## config.mk

```make
export PLATFORM = sky130hd
export DESIGN_NAME = mem_rr_arbiter
export DESIGN_NICKNAME = d
export VERILOG_FILES = /design/src/rtl/mem_rr_arbiter.sv
export SDC_FILE = /design/constraint.sdc
export NUM_CORES = 1
export LEC_CHECK = 0
export ABC_AREA = 1
export CORE_ASPECT_RATIO = 0.7
export CORE_MARGIN = 1.5
export CORE_UTILIZATION = 40
export CTS_BUF_LIST = sky130_fd_sc_hd__clkbuf_2
export CTS_CLUSTER_DIAMETER = 200
export CTS_CLUSTER_SIZE = 12
export DETAILED_ROUTE_END_ITERATION = 7
export GPL_ROUTABILITY_DRIVEN = 0
export GPL_TIMING_DRIVEN = 0
export HOLD_SLACK_MARGIN = 0.08
export PLACE_DENSITY = 0.61
export SKIP_CTS_REPAIR_TIMING = 1
export SLEW_MARGIN = 20
export SYNTH_ARGS = -nofsm -noshare
export SYNTH_HDL_FRONTEND = slang
export SYNTH_SLANG_ARGS = --single-unit
export TNS_END_PERCENT = 1
```

## constraint.sdc

```tcl
create_clock -name clk -period 2.1 [get_ports clk]
set_input_delay 0.315 -clock clk [delete_from_list [all_inputs] [get_ports clk]]
set_output_delay 0.315 -clock clk [all_outputs]
set_load 0.02 [all_outputs]
```

## src/rtl/mem_rr_arbiter.sv

```systemverilog
// Four-requester round-robin arbiter for a shared memory/bus port.
// Drives the owner one-hot grant, the binary mux select and the port valid
// strobe. Ownership lasts until the port acknowledges or the watchdog
// expires. After either release the next owner is granted in the same cycle.
module mem_rr_arbiter #(
    parameter int TIMEOUT   = 16,
    parameter int CNT_WIDTH = 8
) (
    input  logic       clk,
    input  logic       rst_n,
    input  logic [3:0] req,
    input  logic       mem_ready,
    output logic [3:0] grant,
    output logic [1:0] sel,
    output logic       mem_valid,
    output logic       timeout_err,
    output logic [1:0] last_owner
);

    typedef enum logic {
        IDLE = 1'b0,
        BUSY = 1'b1
    } state_t;

    // Count value of the last cycle a grant may wait before forced release.
    localparam logic [CNT_WIDTH-1:0] CNT_LAST = CNT_WIDTH'(TIMEOUT - 1);
    localparam bit                   WDOG_EN  = (TIMEOUT != 0);

    state_t               state, state_nxt;
    logic [3:0]           grant_nxt;
    logic [1:0]           sel_nxt;
    logic                 timeout_nxt;
    logic [1:0]           last_nxt;
    logic [CNT_WIDTH-1:0] cnt, cnt_nxt;

    // {found, index} results of the two arbitration searches
    logic [2:0]           idle_pick;
    logic [2:0]           rel_pick;
    logic                 expired;

    // Round-robin search: first set bit of r starting at ptr+1, wrapping.
    // Candidates are visited farthest first, so the nearest one wins.
    function automatic logic [2:0] rr_pick(input logic [3:0] r, input logic [1:0] ptr);
        logic [2:0] res;
        logic [1:0] idx;
        res = 3'b000;
        for (int k = 4; k >= 1; k--) begin
            idx = ptr + 2'(k);
            if (r[idx]) res = {1'b1, idx};
        end
        return res;
    endfunction

    // From IDLE the search starts after the last released owner. On release
    // the owner's own bit is masked, because it is still asserting req during
    // its completion cycle.
    assign idle_pick = rr_pick(req, last_owner);
    assign rel_pick  = rr_pick(req & ~grant, sel);
    assign expired   = WDOG_EN && !mem_ready && (cnt == CNT_LAST);
    assign mem_valid = |grant;

    // Next-state and registered-output decode.
    always_comb begin
        // NOTE: every output of this block gets a default first, so no path
        // leaves one unassigned and no latch is inferred.
        state_nxt   = state;
        grant_nxt   = grant;
        sel_nxt     = sel;
        last_nxt    = last_owner;
        cnt_nxt     = cnt;
        timeout_nxt = 1'b0;

        case (state)
            IDLE: begin
                if (idle_pick[2]) begin
                    state_nxt = BUSY;
                    grant_nxt = 4'b0001 << idle_pick[1:0];
                    sel_nxt   = idle_pick[1:0];
                    cnt_nxt   = '0;
                end
            end
            BUSY: begin
                if (mem_ready || expired) begin
                    last_nxt    = sel;
                    timeout_nxt = expired;
                    if (rel_pick[2]) begin
                        grant_nxt = 4'b0001 << rel_pick[1:0];
                        sel_nxt   = rel_pick[1:0];
                        cnt_nxt   = '0;
                    end else begin
                        state_nxt = IDLE;
                        grant_nxt = 4'b0000;
                    end
                end else begin
                    cnt_nxt = cnt + CNT_WIDTH'(1);
                end
            end
        endcase
    end

    // State and output registers with synchronous active-low reset.
    always_ff @(posedge clk) begin
        // NOTE: state is written with non-blocking assignments so every
        // register samples the pre-edge values, independent of statement order.
        if (!rst_n) begin
            state       <= IDLE;
            grant       <= 4'b0000;
            sel         <= 2'd0;
            timeout_err <= 1'b0;
            last_owner  <= 2'd3;
            cnt         <= '0;
        end else begin
            state       <= state_nxt;
            grant       <= grant_nxt;
            sel         <= sel_nxt;
            timeout_err <= timeout_nxt;
            last_owner  <= last_nxt;
            cnt         <= cnt_nxt;
        end
    end

endmodule

```

==> results of run 1 <==
## kinds of logic after synthesis
family                     after synthesis
and+or+nand+nor                        149
buffers and inverters                   38
AOI/OAI and AO/OA                       27
DFF                                     18
xor gates and xnor gates                 2
adders and majority gates                1
## power breakdown
group	total [mW]	leakage, nW	switching, mW	internal, mW
clock	0.158	0.0140	0.117	0.0414
combinational	0.989	0.612	0.643	0.346
sequential	0.446	0.147	0.0539	0.392
total	1.59	0.774	0.813	0.779
## synth_stat cells (all sizes together), types with 2 or more instances
cell type	n	area (sq um)
o21ai	11	58.8
dfxtp	18	360
nand3	35	175
o211ai	2	15.0
or2	2	12.5
nand4	8	50.1
inv	33	126
nor2	25	106
nand2	76	323
a21oi	14	70.1
clkinv	2	7.51
buf	2	10.0
## flip-flops by register name (all words and copies together) (netlist names)
signal	flops
state	1
cnt	8
timeout_err	1
sel	2
last_owner	2
grant	4
## cells in the final DEF (no fill, tap or decap), types with 3 or more instances in the layout
master	n
nand2_4	3
a21oi_1	14
dfxtp_1	18
nand3_1	35
nand2_1	67
clkbuf_2	3
inv_1	30
o21ai_0	10
nor2_1	22
nand2_2	6
clkdlybuf4s50_1	15
clkinv_1	3
nand4_1	8
## routing by layer
layer	GRT usage [%]	wire, um	vias to the layer above	part of all wire [%]
met5	0	0	-	0
met4	1.89	10	0	0.29
met3	4.84	180	2	5.2
met2	26.9	1240	36	36
met1	34.1	2030	677	59
li1	-	-	797	-
## cell type report
class	instances	area (sq um)	share of cell area, %
sequential	18	360	22.6
clock buffer	3	15.0	0.941
clock inverter	1	3.75	0.235
inverter	35	134	8.39
buffer	3	13.8	0.863
tap	47	58.8	3.69
timing repair buffer	15	150	9.41
multi-input combinational	179	860	53.9
## worst max-delay path: cells and delay by family, from the launching register on
kind / cells / cell delay (ns)
and+or+nand+nor: 1 / 0.11
DFF: 1 / 0.41
buffers and inverters: 2 / 0.72
## path summary, 6_finish.rpt
check / end / slack, ns
worst min-delay path: last_owner[0]$_SDFFE_PN1P_ / 0.27
worst max-delay path: mem_valid / 0.24
worst min register to register: cnt[7]$_SDFFE_PN0P_ / 0.51
worst max register to register: cnt[0]$_SDFFE_PN0P_ / 0.25
## stage by stage
step                      power, mW  setup slack (ns)  cell area [sq um]
after global placement         1.44            0.0784               1580
after detailed placement       1.43            0.0937               1580
after global routing           1.74            0.0478               1600
after CTS                      1.59             0.226               1600
after floorplan                1.14             0.481               1370
final                          1.59             0.240               1600
==> Implementation_results.wiki, run 1 <==
{| class="wikitable"
! Metric !! Value
|-
| Outcome || completed
|-
| Site row count || 17
|-
| Unrepaired setup endpoints after global routing || no
|-
| TritonCTS clock tree || done
|-
| Inserted Clock Buffers || 3
|-
| Kind of start point of the critical path || flop
|-
| Pin count of the biggest net entering global routing || 11
|-
| Share of the synthesized area in compound gates (AO/OA/AOI/OAI) || between 10% and 20%
|-
| Min-Delay Path Class || input pin to flop
|-
| Instance count of the mapped netlist || around 240
|-
| Total Wirelength || 3460 um
|-
| Root buffer cell || clkbuf_2
|-
| NumNets Final || between 200 and 300
|-
| Synth Flop Type || dfxtp_1
|-
| VDD IR-drop max || 0.431 mV
|-
| Fraction of final layout cells sized beyond drive strength 1 || under 10%
|-
| Global route total overflow || 0
|-
| Total GRT Usage || 20.7%
|-
| Die height || 51.9 um
|-
| Maximum fanout count along the critical path || 3
|-
| Antenna violations before repair || 0
|-
| Worst Path Class, Setup || flop to output pin
|-
| Leak pwr || just under 0.8 nW
|-
| Buffer levels on the longest clock path || 2
|-
| Power per cell area || 998 nW/um^2
|-
| Area of the die || ~3800 sq um
|-
| DRC violation count after routing || 0
|-
| Slowest cell delay on critical path || 0.60 ns
|-
| Number of global-route vias before repair || roughly 1200
|-
| Mux contribution to synthesized area || 0%
|-
| Synthesis Warnings || 0
|-
| Reg-to-reg startpoint || cnt[0]$_SDFFE_PN0P_
|-
| Number of flops mapped to enable cells by yosys || 0
|-
| Clock-pin slew reported for the worst setup and hold paths after clock tree synthesis || between 0.15 and 0.2 ns
|-
| Final worst path period share || between 80% and 90%
|-
| Max-slew headroom at the worst pin || between 60% and 70%
|-
| Worst slew pin tran || slightly above 0.5 ns
|-
| Async set-reset flop share out of synthesis || 0%
|-
| Source of the critical timing path || grant[2]$_SDFFE_PN0P_
|-
| Skew final || 0.0168 ns
|-
| Finished Core Util || between 40% and 50%
|-
| Data arrival at the endpoint of the critical path || around 1.6 ns
|-
| Buffers on Ports || 15
|-
| Worst hold-check slack || between 0.2 and 0.3 ns
|-
| Count of distinct cell types in the synthesized netlist || 26
|-
| Synth Net Count || 243
|-
| Max Transition Viols Final || 0
|-
| Part of the Yosys area used for sequential elements || 26.3%
|-
| Initial standard-cell utilization of the core || a little over two fifths
|-
| Via total after detailed routing || 1512
|-
| Signed area change from the synthesized netlist to the final layout || 16.7%
|-
| CP endpoint kind || output pin
|-
| Number of storage elements in the synthesis netlist || 18
|-
| Final period demand of the worst path || 1.86 ns
|-
| Drt first-iter violations || 107
|-
| Wire length of the first global-routing pass || about 6000 um
|-
| Count of fill cells added during filler insertion || 357
|-
| Final cell count without fillers || between 300 and 400
|-
| Startpoint of the lowest-slack hold path || rst_n
|-
| Highest clock frequency the design can meet || 538 MHz
|-
| Dominant combinational cell family by area after synthesis || simple AND/OR/NAND/NOR gates
|-
| Post-synthesis average cell area || 5.82 sq um
|-
| Cell total after placement || about 300
|-
| Number of placed I/O pins || 17
|-
| Post-DR wirelength/cell || approximately 11 um
|-
| Setup total negative slack || 0 ns
|-
| Arithmetic-cell share of the synthesized area counting full adders, half adders and majority gates || less than 1%
|-
| Clock latency of the later-clocked register in the worst-skew pair || between 0.3 and 0.4 ns
|-
| Dpl hpwl || around 2700 um
|-
| Count of antenna diodes in the layout || 0
|-
| Fraction of the mapped netlist area in simple logic gates || around half
|-
| Cells along the critical path || inv_1, nand4_1, clkdlybuf4s50_1
|-
| Avg Vias per Cell || 5.02
|-
| Clock sink count || 18
|-
| Die W || around 73 um
|-
| Endpoints failing setup || 0
|-
| Number of stages on the worst hold path || 2
|-
| Xor/xnor cell area share of the yosys netlist || under 10%
|-
| Drt pass-1 iters || 4
|-
| Count of cells along the worst register-to-register path || 11
|-
| Required time of the worst setup path || 1.78 ns
|-
| Cell area after technology mapping || between 1000 and 1500 sq um
|-
| Antenna Nets Post-Route || 0
|-
| CP max-delay cell || clkdlybuf4s50_1
|-
| Core Area || 3210 sq um
|-
| Hold Violations, Final || 0
|-
| Max-cap violation count || 0
|-
| H-Tree Depth || 1
|}
No activity file was read; power rests on OpenSTA's default activity.
==> run 2: changes to the inputs <==
--- a/config.mk
+++ b/config.mk
@@ -16,7 +16,7 @@
 export GPL_ROUTABILITY_DRIVEN = 0
 export GPL_TIMING_DRIVEN = 0
 export HOLD_SLACK_MARGIN = 0.08
-export PLACE_DENSITY = 0.61
+export PLACE_DENSITY = 0.63
 export SKIP_CTS_REPAIR_TIMING = 1
 export SLEW_MARGIN = 20
 export SYNTH_ARGS = -nofsm -noshare
==> constraint.sdc (replaced) <==
create_clock -name clk -period 1.5 [get_ports clk]
set_input_delay 0.225 -clock clk [delete_from_list [all_inputs] [get_ports clk]]
set_output_delay 0.225 -clock clk [all_outputs]
set_load 0.02 [all_outputs]
==> Implementation_results.wiki, run 2 (synthesis gave the netlist of run 1 again) <==
{| class="wikitable"
! Metric !! Value
|-
| Fraction of final layout cells sized beyond drive strength 1 || 17.3% (+8.2 points)
|-
| Number of placed I/O pins || 17 (unchanged)
|-
| Data arrival at the endpoint of the critical path || 1.88 ns (+0.33 ns)
|-
| Endpoints failing setup || 15 (+15)
|-
| Final instance area || 1720 sq um (+7.9%)
|-
| Tot Pwr || 2.29 mW (+44%)
|-
| Worst slew pin tran || 0.498 ns (-0.0158 ns)
|-
| Pin count of the biggest net entering global routing || 11 (unchanged)
|-
| Drt pass-1 iters || 6 (+2)
|-
| Core Area || 3210 sq um (unchanged)
|-
| Unrepaired setup endpoints after global routing || yes
|-
| End of the worst register-to-register path || cnt[0]$_SDFFE_PN0P_
|-
| Clock latency of the later-clocked register in the worst-skew pair || 0.31 ns (about the same)
|-
| Die height || 51.9 um (unchanged)
|-
| Via total after detailed routing || 1520 (+0.53%)
|-
| Switching part of the total power || 50.9% (-0.20 points)
|-
| Hold Violations, Final || 0 (unchanged)
|-
| Inserted Clock Buffers || 3 (unchanged)
|-
| Sequential share of power || 27.5% (-0.5 points)
|-
| Total Wirelength || 3530 um (+1.9%)
|-
| Antenna violations before repair || 0 (unchanged)
|-
| Highest-count cells in the layout ignoring fill and taps || 63 x nand2_1, 32 x nand3_1, 30 x inv_1, 18 x nor2_1, 13 x a21oi_1
|-
| Number of global-route vias before repair || 1223 (-0.89%)
|-
| Min-Delay Path Class || input pin to flop
|-
| Required time of the worst setup path || 1.71 ns (-0.07 ns)
|-
| Root buffer cell || clkbuf_2
|-
| Max-cap violation count || 0 (unchanged)
|-
| Reg2Reg Setup Slack || -0.17 ns (-0.42 ns)
|-
| Wire length of the first global-routing pass || 5780 um (-2.4%)
|-
| TritonCTS clock tree || done
|-
| NumNets Final || 264 (+0.38%)
|-
| Clock-pin slew reported for the worst setup and hold paths after clock tree synthesis || 0.18 ns (about the same)
|-
| Area of the die || 3780 sq um (unchanged)
|-
| Most common cell after layout, fill and taps aside || nand2_1
|-
| Antenna Nets Post-Route || 0 (unchanged)
|-
| Drt first-iter violations || 140 (+31%)
|-
| Outcome || finished with violations
|-
| Violated checks || setup timing
|-
| Clock network fraction of total power || 9.0% (-0.9 points)
|-
| Hold endpoint || last_owner[1]$_SDFFE_PN1P_
|-
| Clock sink count || 18 (unchanged)
|-
| Switching power total || 1.17 mW (+43%)
|-
| Source of the critical timing path || cnt[0]$_SDFFE_PN0P_
|-
| H-Tree Depth || 1 (unchanged)
|-
| Power per cell area || 1330 nW/um^2 (+33%)
|-
| CP endpoint kind || flop
|-
| Top reg by flops || cnt
|-
| Placement-stage cell area || 1600 sq um (+1.2%)
|-
| Largest registers || cnt x8, grant x4
|-
| Kind of start point of the critical path || flop
|-
| Initial standard-cell utilization of the core || 42.6% (unchanged)
|-
| Die W || 72.9 um (unchanged)
|-
| Reg-to-reg startpoint || cnt[0]$_SDFFE_PN0P_
|-
| Worst-case setup margin in the final layout || -0.171 ns (-0.410 ns)
|-
| Post-DR wirelength/cell || 11.7 um (+1.6%)
|-
| Site row count || 17 (unchanged)
|-
| Worst Path Class, Setup || flop to flop
|-
| Leak pwr || 0.904 nW (+17%)
|-
| Startpoint of the lowest-slack hold path || rst_n
|-
| Count of cells along the worst register-to-register path || 11 (unchanged)
|-
| Buffers on Ports || 15 (unchanged)
|-
| Maximum fanout count along the critical path || 9 (+6)
|-
| Buffer levels on the longest clock path || 2 (unchanged)
|-
| Final period demand of the worst path || 1.67 ns
|-
| Skew final || 0.0197 ns (+0.00284 ns)
|-
| Avg Vias per Cell || 5.03 (+0.20%)
|-
| Final worst path period share || 111%
|-
| Total GRT Usage || 19.9% (-0.81 points)
|-
| Max Transition Viols Final || 0 (unchanged)
|-
| Max-slew headroom at the worst pin || 66.8% (+1.1 points)
|-
| DRC violation count after routing || 0 (unchanged)
|-
| VDD IR-drop max || 0.670 mV (+55%)
|-
| Number of stages on the worst hold path || 2 (unchanged)
|-
| Global route total overflow || 0 (unchanged)
|-
| Highest clock frequency the design can meet || between 500 and 600 MHz
|-
| Count of antenna diodes in the layout || 0 (unchanged)
|-
| Combinational share of power || 63.5% (+1.4 points)
|-
| Pint || 1.13 mW (+45%)
|-
| Flip-flop count of the largest register after layout || 8 (unchanged)
|-
| Signed area change from the synthesized netlist to the final layout || 25.9%
|-
| Dpl hpwl || 2710 um (+0.88%)
|}
[run 2: worst max path at each step]
stage	end	slack (ns)	depth (start not counted)
5_1_grt	cnt[3]$_SDFFE_PN0P_	-0.27	9
4_1_cts	cnt[0]$_SDFFE_PN0P_	-0.34	11
3_5_place_dp	cnt[1]$_SDFFE_PN0P_	-0.39	12
6_report	cnt[0]$_SDFFE_PN0P_	-0.17	11
3_3_place_gp	cnt[1]$_SDFFE_PN0P_	-0.41	12
2_1_floorplan	cnt[0]$_SDFFE_PN0P_	-0.04	11
[run 2: stage by stage]
stage               TNS [ns]  utilization (%)  std cells  setup slack [ns]  hold slack (ns)
floorplan            -0.0351                -        235           -0.0351            0.454
global placement       -5.68             49.7        297            -0.414            0.486
detailed placement     -5.30             49.7        297            -0.390            0.499
CTS                    -4.40             50.3        301            -0.337            0.176
global route           -3.46             53.6        302            -0.273            0.190
finish                 -1.58             53.6        302            -0.171            0.193
[run 2: power by group through the flow]
| stage | clock, mW | sequential (mW) | combinational (mW) |
|---|---|---|---|
| floorplan | 0 | 0.695 | 0.921 |
| global placement | 0 | 0.631 | 1.39 |
| detailed placement | 0 | 0.635 | 1.38 |
| CTS | 0.222 | 0.624 | 1.39 |
| global route | 0.229 | 0.645 | 1.62 |
| finish | 0.207 | 0.630 | 1.45 |
[run 2: worst max-delay path, cell delays in order (launching register included)]
cell and delay, ns:
dfxtp_2 0.36, ha_2 0.20, nand3_2 0.12, nor2_4 0.06
nor2_4 0.24, inv_1 0.13, nor2_4 0.20, nor2_4 0.07
nand2_1 0.06, nand2_1 0.05, nand3_1 0.06, inv_1 0.04
[run 2: final cells by class]
| class | count | area, sq um |
|---|---|---|
| inverter | 35 | 136 |
| tap | 47 | 58.8 |
| timing repair buffer | 15 | 175 |
| multi-input combinational | 180 | 940 |
| fill | 335 | 1490 |
| clock buffer | 3 | 15.0 |
| sequential | 18 | 373 |
| buffer | 3 | 20.0 |
| clock inverter | 1 | 3.75 |
[run 2: routing by layer]
layer  wire length (um)  track usage, %  up-vias  part of all wire [%]
li1                   -               -      799                     -
met1               1960            32.7      679                    56
met2               1210            25.8       40                    34
met3                337            4.65        2                   9.6
met4                 10            1.89        0                  0.28
met5                  0               0        -                     0
==> run 3: changes to the inputs <==
--- a/config.mk
+++ b/config.mk
@@ -8,7 +8,7 @@
 export ABC_AREA = 1
 export CORE_ASPECT_RATIO = 0.7
 export CORE_MARGIN = 1.5
-export CORE_UTILIZATION = 40
+export CORE_UTILIZATION = 37
 export CTS_BUF_LIST = sky130_fd_sc_hd__clkbuf_2
 export CTS_CLUSTER_DIAMETER = 200
 export CTS_CLUSTER_SIZE = 12
@@ -16,7 +16,7 @@
 export GPL_ROUTABILITY_DRIVEN = 0
 export GPL_TIMING_DRIVEN = 0
 export HOLD_SLACK_MARGIN = 0.08
-export PLACE_DENSITY = 0.63
+export PLACE_DENSITY = 0.59
 export SKIP_CTS_REPAIR_TIMING = 1
 export SLEW_MARGIN = 20
 export SYNTH_ARGS = -nofsm -noshare
==> Implementation_results.wiki, run 3 (synthesis gave the netlist of run 1 again) <==
{| class="wikitable"
! Metric !! Value
|-
| Cell total after placement || 300 (+1.0%)
|-
| Max-cap violation count || 0 (unchanged)
|-
| Hold Violations, Final || 0 (unchanged)
|-
| Antenna violations before repair || 0 (unchanged)
|-
| Buffers on Ports || 15 (unchanged)
|-
| Data arrival at the endpoint of the critical path || 1.88 ns (about the same)
|-
| Via total after detailed routing || 1486 (-2.2%)
|-
| Maximum fanout count along the critical path || 5 (-4)
|-
| Highest clock frequency the design can meet || 610 MHz (+2.0%)
|-
| Global route total overflow || 0 (unchanged)
|-
| Final cell count without fillers || 306 (+1.3%)
|-
| Required time of the worst setup path || 1.74 ns (+0.03 ns)
|-
| Fraction of final layout cells sized beyond drive strength 1 || 16.8% (-0.46 points)
|-
| Cells along the critical path || buf_4, nand2_1, nand2_2, nand2_1, nand3_2, inv_2, nand2_2, nand2_4, inv_4, nor2_4, nand3_1, a21oi_1
|-
| Buffer levels on the longest clock path || 2 (unchanged)
|-
| Max-slew headroom at the worst pin || 65.0% (-1.8 points)
|-
| VDD IR-drop max || 0.548 mV (-18%)
|-
| Power per cell area || 1350 nW/um^2 (+1.3%)
|-
| Worst-case setup margin in the final layout || -0.139 ns (+0.0322 ns)
|-
| Total Wirelength || 3650 um (+3.5%)
|-
| Number of placed I/O pins || 17 (unchanged)
|-
| Leak pwr || 0.907 nW (+0.26%)
|-
| Post-DR wirelength/cell || 11.9 um (+2.1%)
|-
| Worst slew pin tran || 0.524 ns (+0.0263 ns)
|-
| Most common cell after layout, fill and taps aside || nand2_1
|-
| Top reg by flops || cnt
|-
| Dpl hpwl || 2670 um (-1.4%)
|-
| Kind of start point of the critical path || flop
|-
| Die W || 75.7 um (+3.8%)
|-
| Antenna Nets Post-Route || 0 (unchanged)
|-
| Count of fill cells added during filler insertion || 380 (+13%)
|-
| Clock sink count || 18 (unchanged)
|-
| Site row count || 18 (+1)
|-
| NumNets Final || 265 (+0.38%)
|-
| Total GRT Usage || 18.6% (-1.3 points)
|-
| Max Transition Viols Final || 0 (unchanged)
|-
| Endpoints failing setup || 14 (-1)
|-
| Skew final || 0.0180 ns (-0.00168 ns)
|-
| Final period demand of the worst path || 1.64 ns (-0.0322 ns)
|-
| Count of antenna diodes in the layout || 0 (unchanged)
|-
| Die height || 53.9 um (+3.7%)
|-
| Signed area change from the synthesized netlist to the final layout || 25.6%
|-
| Highest-count cells in the layout ignoring fill and taps || 63 x nand2_1, 32 x nand3_1, 29 x inv_1, 19 x nor2_1, 14 x a21oi_1
|-
| Outcome || finished with violations
|-
| Avg Vias per Cell || 4.86 (-3.5%)
|-
| DRC violation count after routing || 0 (unchanged)
|-
| Drt first-iter violations || 118 (-16%)
|-
| CP endpoint kind || flop
|-
| Clock-pin slew reported for the worst setup and hold paths after clock tree synthesis || 0.18 ns (about the same)
|-
| Min-Delay Path Class || input pin to flop
|-
| Root buffer cell || clkbuf_2
|-
| Largest registers || cnt x8, grant x4
|-
| CP max-delay cell || dfxtp_4
|-
| Initial standard-cell utilization of the core || 38.7% (-3.9 points)
|-
| TritonCTS clock tree || done
|-
| Unrepaired setup endpoints after global routing || yes
|-
| Violated checks || setup timing
|-
| Flip-flop count of the largest register after layout || 8 (unchanged)
|-
| Final worst path period share || 109% (-2.1 points)
|-
| Drt pass-1 iters || 4 (-2)
|-
| Worst Path Class, Setup || flop to flop
|-
| Number of global-route vias before repair || 1182 (-3.4%)
|-
| Area of the die || 4080 sq um (+7.7%)
|-
| Inserted Clock Buffers || 3 (unchanged)
|-
| Clock latency of the later-clocked register in the worst-skew pair || 0.31 ns (about the same)
|-
| Wire length of the first global-routing pass || 5670 um (-1.9%)
|-
| H-Tree Depth || 1 (unchanged)
|-
| Pin count of the biggest net entering global routing || 11 (unchanged)
|-
| Finished Core Util || 48.6% (-5.0 points)
|-
| Slowest cell delay on critical path || 0.40 ns (+0.04 ns)
|-
| Core Area || 3540 sq um (+10%)
|}
[run 3: path summary, 6_finish.rpt]
path | startpoint | end | slack (ns) | cells after the start
setup / recovery | last_owner[0]$_SDFFE_PN1P_ | cnt[1]$_SDFFE_PN0P_ | -0.14 | 12
hold / removal | rst_n | last_owner[0]$_SDFFE_PN1P_ | 0.20 | 2
hold reg to reg | cnt[4]$_SDFFE_PN0P_ | cnt[4]$_SDFFE_PN0P_ | 0.50 | 2
setup reg to reg | last_owner[0]$_SDFFE_PN1P_ | cnt[1]$_SDFFE_PN0P_ | -0.14 | 12
[run 3: routing by layer]
| metal | vias to the layer above | routed length (um) | GRT usage, % |
|---|---|---|---|
| met5 | - | 0 | 0 |
| met2 | 36 | 1330 | 23.2 |
| met1 | 645 | 2060 | 31.3 |
| li1 | 800 | - | - |
| met4 | 0 | 23 | 2.68 |
| met3 | 5 | 234 | 3.93 |
[run 3: cell type report]
type / instances / area, sq um / share of cell area (%)
Clock buffer: 3 / 15.0 / 0.874
Inverter: 35 / 136 / 7.94
Tap cell: 50 / 62.6 / 3.64
Buffer: 3 / 20.0 / 1.17
Sequential cell: 18 / 369 / 21.5
Timing Repair Buffer: 16 / 183 / 10.6
Clock inverter: 1 / 3.75 / 0.218
Multi-Input combinational cell: 180 / 928 / 54.0
[run 3: per-stage QoR]
stage	hold WS [ns]	setup TNS, ns	worst slack [ns]	total power [mW]	cell area (sq um)
3_3_place_gp	0.486	-5.84	-0.422	2.03	1600
6_report	0.197	-1.36	-0.139	2.32	1720
5_1_grt	0.187	-3.20	-0.271	2.51	1720
3_5_place_dp	0.483	-5.45	-0.395	2.02	1600
2_1_floorplan	0.454	-0.0351	-0.0351	1.62	1390
4_1_cts	0.193	-3.83	-0.290	2.24	1620
[run 3: power breakdown]
group / total [mW] / internal (mW) / leakage, nW / switching [mW]
clock network: 0.210 / 0.0579 / 0.0140 / 0.152
logic: 1.48 / 0.515 / 0.745 / 0.961
registers: 0.630 / 0.555 / 0.148 / 0.0749
total: 2.32 / 1.13 / 0.907 / 1.19
[run 3: critical path, delay by kind of cell, from the launching register on]
family | cells | cell delay (ns)
DFF | 1 | 0.40
and+or+nand+nor | 8 | 0.76
buffers and inverters | 3 | 0.28
AOI/OAI and AO/OA | 1 | 0.13
